--- config.mk ---
export PLATFORM = sky130hd
export DESIGN_NAME = card_match_ctrl
export DESIGN_NICKNAME = d
export VERILOG_FILES = /design/src/rtl/card_match_ctrl.sv
export SDC_FILE = /design/constraint.sdc
export NUM_CORES = 1
export LEC_CHECK = 0
export BUFFER_PORTS_ARGS = -buffer_cell sky130_fd_sc_hd__buf_4
export CAP_MARGIN = 20
export CORE_MARGIN = 2
export CORE_UTILIZATION = 55
export CTS_CLUSTER_DIAMETER = 150
export CTS_CLUSTER_SIZE = 40
export DETAILED_ROUTE_END_ITERATION = 12
export PLACE_DENSITY_LB_ADDON = 0.1
export SYNTH_ARGS = -nofsm -noshare
export SYNTH_HDL_FRONTEND = slang
export SYNTH_SLANG_ARGS = --single-unit
--- constraint.sdc ---
create_clock -name clk -period 6.6 [get_ports clk]
set_clock_uncertainty 0.05 [all_clocks]
set_input_delay 0.66 -clock clk [delete_from_list [all_inputs] [get_ports clk]]
set_output_delay 0.66 -clock clk [all_outputs]
set_load 0.005 [all_outputs]
--- src/rtl/card_match_ctrl.sv ---
// Card-Flip game-play controller: latches the shuffled map, flips selected cards,
// compares pairs and tracks score. Optional miss counter: CARD_MATCH_MISS_CNT_EN.
module card_match_ctrl #(
    parameter int unsigned HOLD_CYCLES = 25_000_000,
    parameter int          MOVE_W      = 8
) (
    input  logic              clk,
    input  logic              reset,
    input  logic              map_load,
    input  logic [0:47]       map,
    input  logic              sel_valid,
    input  logic [3:0]        sel_idx,
    output logic              sel_ready,
    output logic [15:0]       face_up,
    output logic [15:0]       matched,
    output logic [3:0]        pairs,
    output logic [MOVE_W-1:0] moves,
    output logic [MOVE_W-1:0] misses,
    output logic              game_over
);

    typedef enum logic [2:0] {
        IDLE,
        WAIT_FIRST,
        WAIT_SECOND,
        COMPARE,
        SHOW,
        WIN
    } state_t;

    localparam logic [MOVE_W-1:0] CNT_ONE = {{(MOVE_W-1){1'b0}}, 1'b1};
    localparam logic [MOVE_W-1:0] CNT_MAX = {MOVE_W{1'b1}};
    localparam logic [31:0]       HOLD_LOAD = 32'(HOLD_CYCLES - 1);

    state_t            state_q, state_d;
    logic [0:47]       map_q, map_d;
    logic [3:0]        idx0_q, idx0_d;
    logic [3:0]        idx1_q, idx1_d;
    logic [31:0]       hold_q, hold_d;
    logic              sel_ready_q, sel_ready_d;
    logic [15:0]       face_up_q, face_up_d;
    logic [15:0]       matched_q, matched_d;
    logic [3:0]        pairs_q, pairs_d;
    logic [MOVE_W-1:0] moves_q, moves_d;
    logic              game_over_q, game_over_d;
`ifdef CARD_MATCH_MISS_CNT_EN
    logic [MOVE_W-1:0] misses_q, misses_d;
`endif

    logic       sel_accept;
    logic [2:0] val0, val1;

    // Card i occupies map[3i:3i+2] with the lowest-numbered bit as MSB.
    assign val0       = map_q[3*int'(idx0_q) +: 3];
    assign val1       = map_q[3*int'(idx1_q) +: 3];
    assign sel_accept = sel_valid && sel_ready_q && !face_up_q[sel_idx];

    always_comb begin
        state_d     = state_q;
        map_d       = map_q;
        idx0_d      = idx0_q;
        idx1_d      = idx1_q;
        hold_d      = hold_q;
        face_up_d   = face_up_q;
        matched_d   = matched_q;
        pairs_d     = pairs_q;
        moves_d     = moves_q;
        game_over_d = game_over_q;
`ifdef CARD_MATCH_MISS_CNT_EN
        misses_d    = misses_q;
`endif

        if (map_load) begin
            map_d       = map;
            face_up_d   = '0;
            matched_d   = '0;
            pairs_d     = '0;
            moves_d     = '0;
            game_over_d = 1'b0;
            hold_d      = '0;
`ifdef CARD_MATCH_MISS_CNT_EN
            misses_d    = '0;
`endif
            state_d     = WAIT_FIRST;
        end else begin
            case (state_q)
                WAIT_FIRST: begin
                    if (sel_accept) begin
                        idx0_d             = sel_idx;
                        face_up_d[sel_idx] = 1'b1;
                        state_d            = WAIT_SECOND;
                    end
                end
                WAIT_SECOND: begin
                    if (sel_accept) begin
                        idx1_d             = sel_idx;
                        face_up_d[sel_idx] = 1'b1;
                        moves_d            = (moves_q == CNT_MAX) ? moves_q : moves_q + CNT_ONE;
                        state_d            = COMPARE;
                    end
                end
                COMPARE: begin
                    if (val0 == val1) begin
                        matched_d[idx0_q] = 1'b1;
                        matched_d[idx1_q] = 1'b1;
                        pairs_d           = pairs_q + 4'd1;
                        if (pairs_q == 4'd7) begin
                            game_over_d = 1'b1;
                            state_d     = WIN;
                        end else begin
                            state_d = WAIT_FIRST;
                        end
                    end else begin
`ifdef CARD_MATCH_MISS_CNT_EN
                        misses_d = (misses_q == CNT_MAX) ? misses_q : misses_q + CNT_ONE;
`endif
                        hold_d  = HOLD_LOAD;
                        state_d = SHOW;
                    end
                end
                SHOW: begin
                    // Mismatched pair stays visible until the counter has run down from HOLD_CYCLES-1.
                    if (hold_q == '0) begin
                        face_up_d[idx0_q] = 1'b0;
                        face_up_d[idx1_q] = 1'b0;
                        state_d           = WAIT_FIRST;
                    end else begin
                        hold_d = hold_q - 32'd1;
                    end
                end
                default: ;
            endcase
        end

        sel_ready_d = (state_d == WAIT_FIRST) || (state_d == WAIT_SECOND);
    end

    always_ff @(posedge clk) begin
        if (reset) begin
            state_q     <= IDLE;
            map_q       <= '0;
            idx0_q      <= '0;
            idx1_q      <= '0;
            hold_q      <= '0;
            sel_ready_q <= 1'b0;
            face_up_q   <= '0;
            matched_q   <= '0;
            pairs_q     <= '0;
            moves_q     <= '0;
            game_over_q <= 1'b0;
`ifdef CARD_MATCH_MISS_CNT_EN
            misses_q    <= '0;
`endif
        end else begin
            state_q     <= state_d;
            map_q       <= map_d;
            idx0_q      <= idx0_d;
            idx1_q      <= idx1_d;
            hold_q      <= hold_d;
            sel_ready_q <= sel_ready_d;
            face_up_q   <= face_up_d;
            matched_q   <= matched_d;
            pairs_q     <= pairs_d;
            moves_q     <= moves_d;
            game_over_q <= game_over_d;
`ifdef CARD_MATCH_MISS_CNT_EN
            misses_q    <= misses_d;
`endif
        end
    end

    assign sel_ready = sel_ready_q;
    assign face_up   = face_up_q;
    assign matched   = matched_q;
    assign pairs     = pairs_q;
    assign moves     = moves_q;
    assign game_over = game_over_q;
`ifdef CARD_MATCH_MISS_CNT_EN
    assign misses    = misses_q;
`else
    assign misses    = '0;
`endif

endmodule

## After elaboration in Yosys (flattened, before gate mapping)

Cells that the tools add are included.

| cells by class | value |
|---|---|
| $add $sub $neg | 3 |
| $mul | 2 |
| magnitude comparators | 6 |
| equal/unequal tests | 13 |
| shift operators | 2 |
| mux-type cells | 21 |
| bitwise logic cells | 11 |
| reduce and logical (&&, ||, !) cells | 19 |

Operators by type and width:

| cell | count |
|---|---|
| $shiftx 48x32->49 | 2 |
| $mux 32 | 2 |
| $not 6->32 | 2 |
| $pmux 32 s2 | 1 |
| $or 16x16->16 | 3 |
| $and 16x16->16 | 2 |
| $logic_not 32->1 | 1 |
| $mux 16 | 2 |
| $not 16->16 | 2 |
| $pmux 16 s2 | 1 |
| $sub 32x1->32 const B | 1 |
| $mux 3 | 6 |
| $reduce_and 3->1 | 6 |
| $lt 4x5->1 const B | 3 |
| $demux 1 s4 | 3 |
| $ge 4x1->1 const B | 3 |
| $mul 2x4->6 const A | 2 |
| $pmux 3 s4 | 1 |
| $eq 3x2->1 const B | 3 |
| $add 8x1->8 const B | 1 |
| $eq 8x8->1 const B | 1 |
| $eq 3x1->1 const B | 2 |
| $ne 2x2->1 const B | 3 |
| $logic_and 1x1->1 | 5 |
| 13 further kinds | 19 |

| word-level totals | value |
|---|---|
| flip-flop bits (word level) | 137 |
| input port bits | 56 |
| output and inout port bits | 54 |
| logic and storage cells | 88 |

## Depth between registers and ports, before layout

| logic depth | value |
|---|---|
| depth in word-level cells | 9 |
| mapped depth | 17 |
| depth with buffers taken out | 12 |

## Worst setup path before layout

Ideal clock, no wire load.

| timing path | value |
|---|---|
| path kind | reg-to-reg |
| from | register idx0_q[1] |
| to | register pairs_q[1] (netlist: pairs[1]) |
| setup time | 0.128 ns |
| arrival time | 3.885 ns |
| required time | 6.422 ns |
| setup slack | 2.537 ns |
| stages on the path, launching flop included | 17 |
| path buffers | 4 |
| clock period less this slack | 4.063 ns |
| cell sequence | dfxtp_1 ha_1 inv_1 fa_1 buf_6 buf_2 mux2_2 nand2_1 o21ai_0 mux4_2 a32o_1 xor2_1 nor3_2 buf_4 buf_6 mux2i_1 nor2_1 |

| on the way | value |
|---|---|
| cells in the longest elaborated chain, start to end | 5 |

RTL lines:

| element | RTL line | text |
|---|---|---|
| start, declared | 37 | `logic [3:0] idx0_q, idx0_d;` |
| start signal, assigned | 157 | `idx0_q <= idx0_d;` |
| $mul 2x4->6 | 54 | `assign val0 = map_q[3*int'(idx0_q) +: 3];` |
| $not 6->32 (not written as such) | 54 |  |
| $shiftx 48x32->49 | 54 |  |
| $eq 3x3->1 | 103 | `if (val0 == val1) begin` |
| $reduce_and 2->1 (no source line) | -- |  |
| end signal, assigned | 163 | `pairs_q <= pairs_d;` |
| end, declared | 43 | `logic [3:0] pairs_q, pairs_d;` |

Every way passes these cells.
A chain may end at the register's enable or synchronous reset.

## Worst setup path after layout

| timing path | value |
|---|---|
| from | register idx1_q[0] |
| to | register pairs_q[3] (netlist: pairs[3]) |

| on the way | value |
|---|---|
| cells in the longest elaborated chain, start to end | 5 |

RTL lines:

| element | RTL line | text |
|---|---|---|
| start, declared | 38 | `logic [3:0] idx1_q, idx1_d;` |
| start signal, assigned | 158 | `idx1_q <= idx1_d;` |
| $mul 2x4->6 | 55 | `assign val1 = map_q[3*int'(idx1_q) +: 3];` |
| $not 6->32 (not written as such) | 55 |  |
| $shiftx 48x32->49 | 55 |  |
| $eq 3x3->1 | 103 |  |
| $reduce_and 2->1 (no source line) | -- |  |

Every way passes these cells.

==> results_dict.tcl <==
set metrics [dict create \
    setup_viol 0 \
    cts_root_buffer "clkbuf_16" \
    htreeDepth 4 \
    ys_ff_latch 137 \
    antenna_found_initial 0 \
    crit_type "flip-flop to flip-flop" \
    crit_family "simple AND/OR/NAND/NOR gates" \
    status "complete, no violations" \
    tns_ns 0 \
    fin_crit_sh 0.8186 \
    gp_congestion 0.8854 \
    vdd_drop_max_v 0.0001734 \
    synth-edff-count 0 \
    coreArea_sq_um 15770 \
    worst_ep_arrival_time_ns 5.71 \
    postRouteAntennaNets 0 \
    grt_max_degree 62 \
    rsz0062_at_grt "false" \
    avgViaCountPerCell 6.199 \
    post-route-drc-count 0 \
    hold_class "flip-flop to flip-flop" \
    layout-drive-gt1-share 0.2313 \
    critPathMaxFanout 33 \
    vias 7557 \
    hold_viol 0 \
    critPathCaptureType "flip-flop" \
    die_y_um 130.5 \
    synth_area_leader_cell "dfxtp_1" \
    syn_avg_cell_area_sq_um 9.510 \
    timing.critical_path.buf_inv 2 \
    dieArea_sq_um 17020 \
    synth.top_cell.area_share 0.3118 \
    hold_buffers 0 \
    grt_pass1_wl_um 36290 \
    fmax_ghz 0.1851 \
    yosysSeqAreaShare 0.3118 \
    design_area_sq_um 10180 \
    clk_latency_ns 0.43 \
    clockBufferDepth 2 \
    synth.area.top_cells "dfxtp_1 (31%), mux4_2 (17%), mux2i_1 (9.6%)" \
    yosysMostFrequentCell "dfxtp_1" \
    drtIter0Drc 600 \
    finalCriticalPeriod_ns 5.403 \
    io_pins 110 \
    p_leak_nw 4.061 \
    wirelength_um 22220 \
    cts_tree "yes" \
    path_cells "buf_4 -> inv_2 -> ha_1 -> mux4_2 -> mux4_2 -> o211ai_1 -> o41a_1 -> a211oi_1 -> nand3b_1 -> or3_1 -> or3_1 -> a21oi_1" \
    required_ns 6.91 \
    place_area_sq_um 9588 \
    antennaDiodeCount 0 \
    numPortBuffers 101 \
    final_core_util 0.6457 \
    ys_async_sr_fraction 0 \
    rows 46 \
    ys_types 67 \
    synth_cells 925 \
    first_pass_iters 5 \
    cts.sinks 137 \
    setup.worst_path.start_class "flip-flop" \
    yosysWarningCount 0 \
    tightest_slew_ns 1.077 \
    cts_resized 0 \
    wire_per_inst_um 18.22 \
    grt.total_usage 0.2685 \
    cts_buffers 17 \
    maxSlewViolCount 0 \
    post_cts_buffers 0 \
    drv_cap 0 \
    cp_slowest_stage_delay_ns 1.06 \
    pwr_density_cell_nw_per_um2 198.8 \
    slowest_stage "ha_1" \
    nets 1073 \
    ys.flop_type "dfxtp_1" \
    synthToLayoutAreaGrowth_pct 15.74 \
    hold_ws_ns 0.4079 \
    detailed_place_hpwl_um 15620 \
    relSlewSlack 0.2818 \
    path_clk_slew_ns 0.06 \
    start_util 0.5578 \
    die_w_um 130.5 \
    grt_pass1_vias 6990 \
    syn_area_sq_um 8797 \
    synthTopCellsByCount "dfxtp_1 (137), nor2_1 (113), mux2i_1 (84)" \
    overflow 0 \
]
-- state kept, by name, summed over array words and instances, names as in the netlist --
register / cells
map_q: 48
hold_q: 32
face_up: 16
matched: 16
moves: 8
idx0_q: 4
idx1_q: 4
pairs: 4
state_q: 3
game_over: 1
sel_ready: 1
-- tightest hold or removal path: stages (launching register included) --
cell,delay (ns)
dfxtp_1,0.32
inv_1,0.05
a21oi_1,0.05
-- worst paths after layout --
| check | start | cells past startpoint | endpoint | slack [ns] |
|---|---|---|---|---|
| hold / removal | game_over | 2 | game_over | 0.41 |
| setup / recovery | idx1_q[0] | 12 | pairs[3] | 1.20 |
| setup reg to reg | idx1_q[0] | 12 | pairs[3] | 1.20 |
| hold reg to reg | game_over | 2 | game_over | 0.41 |
-- power by group --
group | total (mW) | internal [mW] | switching, mW
clock network | 0.951 | 0.584 | 0.367
registers | 0.879 | 0.847 | 0.0319
logic | 0.194 | 0.103 | 0.0913
-- through the flow --
stage	total power, mW	worst slack, ns	cells
6_report	2.024	1.197	1219
3_5_place_dp	1.088	1.240	1187
2_1_floorplan	1.026	2.537	932
4_1_cts	2.034	1.197	1218
5_1_grt	2.093	0.8203	1219
3_3_place_gp	1.087	1.211	1185
-- placed cells by master (no fill, tap or decap), drive strengths merged, types with 3 or more instances in the layout --
master and n:
buf 112, xnor2 8, inv 25, xor2 8
o211ai 8, or4 5, conb 8, nand2b 3
a311oi 3, o21ai 27, o31a 5, or2 10
nand3 30, nor3 30, a31oi 11, clkinv 6
a211oi 21, nor2 113, nand2 41, nor2b 5
nor4 8, nand4 10, nor4b 3, or3 23
a21oi 72, ha 24, nor4bb 3, clkbuf 22
nand4b 4, dfxtp 137, mux4 66, mux2i 84
mux2 5, and3 10, a22o 16, nand3b 3
-- routing by layer --
layer	routed length, um	GRT usage	up-vias
li1	-	-	3603
met1	9789	0.3715	3644
met2	10660	0.4281	271
met3	1273	0.05578	39
met4	495	0.08135	0
met5	0	0	-
-- logic make-up after synthesis --
logic type / after synthesis / synth area share
AO/OA/AOI/OAI: 185 / 0.1343
AND/OR/NAND/NOR: 307 / 0.1725
flip-flops: 137 / 0.3118
XOR/XNOR: 16 / 0.01678
multiplexers: 155 / 0.2709
other: 1 / 0.0004263
adder cells (fa/ha/maj): 26 / 0.03869
buffers and inverters: 98 / 0.05461
-- final cells by class --
type	count	area, sq um
inverter	25	93.84
fill	1343	5588
timing repair buffer	113	868.3
multi-input combinational	697	5620
clock buffer	21	470.5
sequential	137	2743
clock inverter	10	116.4
tap	216	270.3
Note: power is estimated with default switching activity, not from simulation.
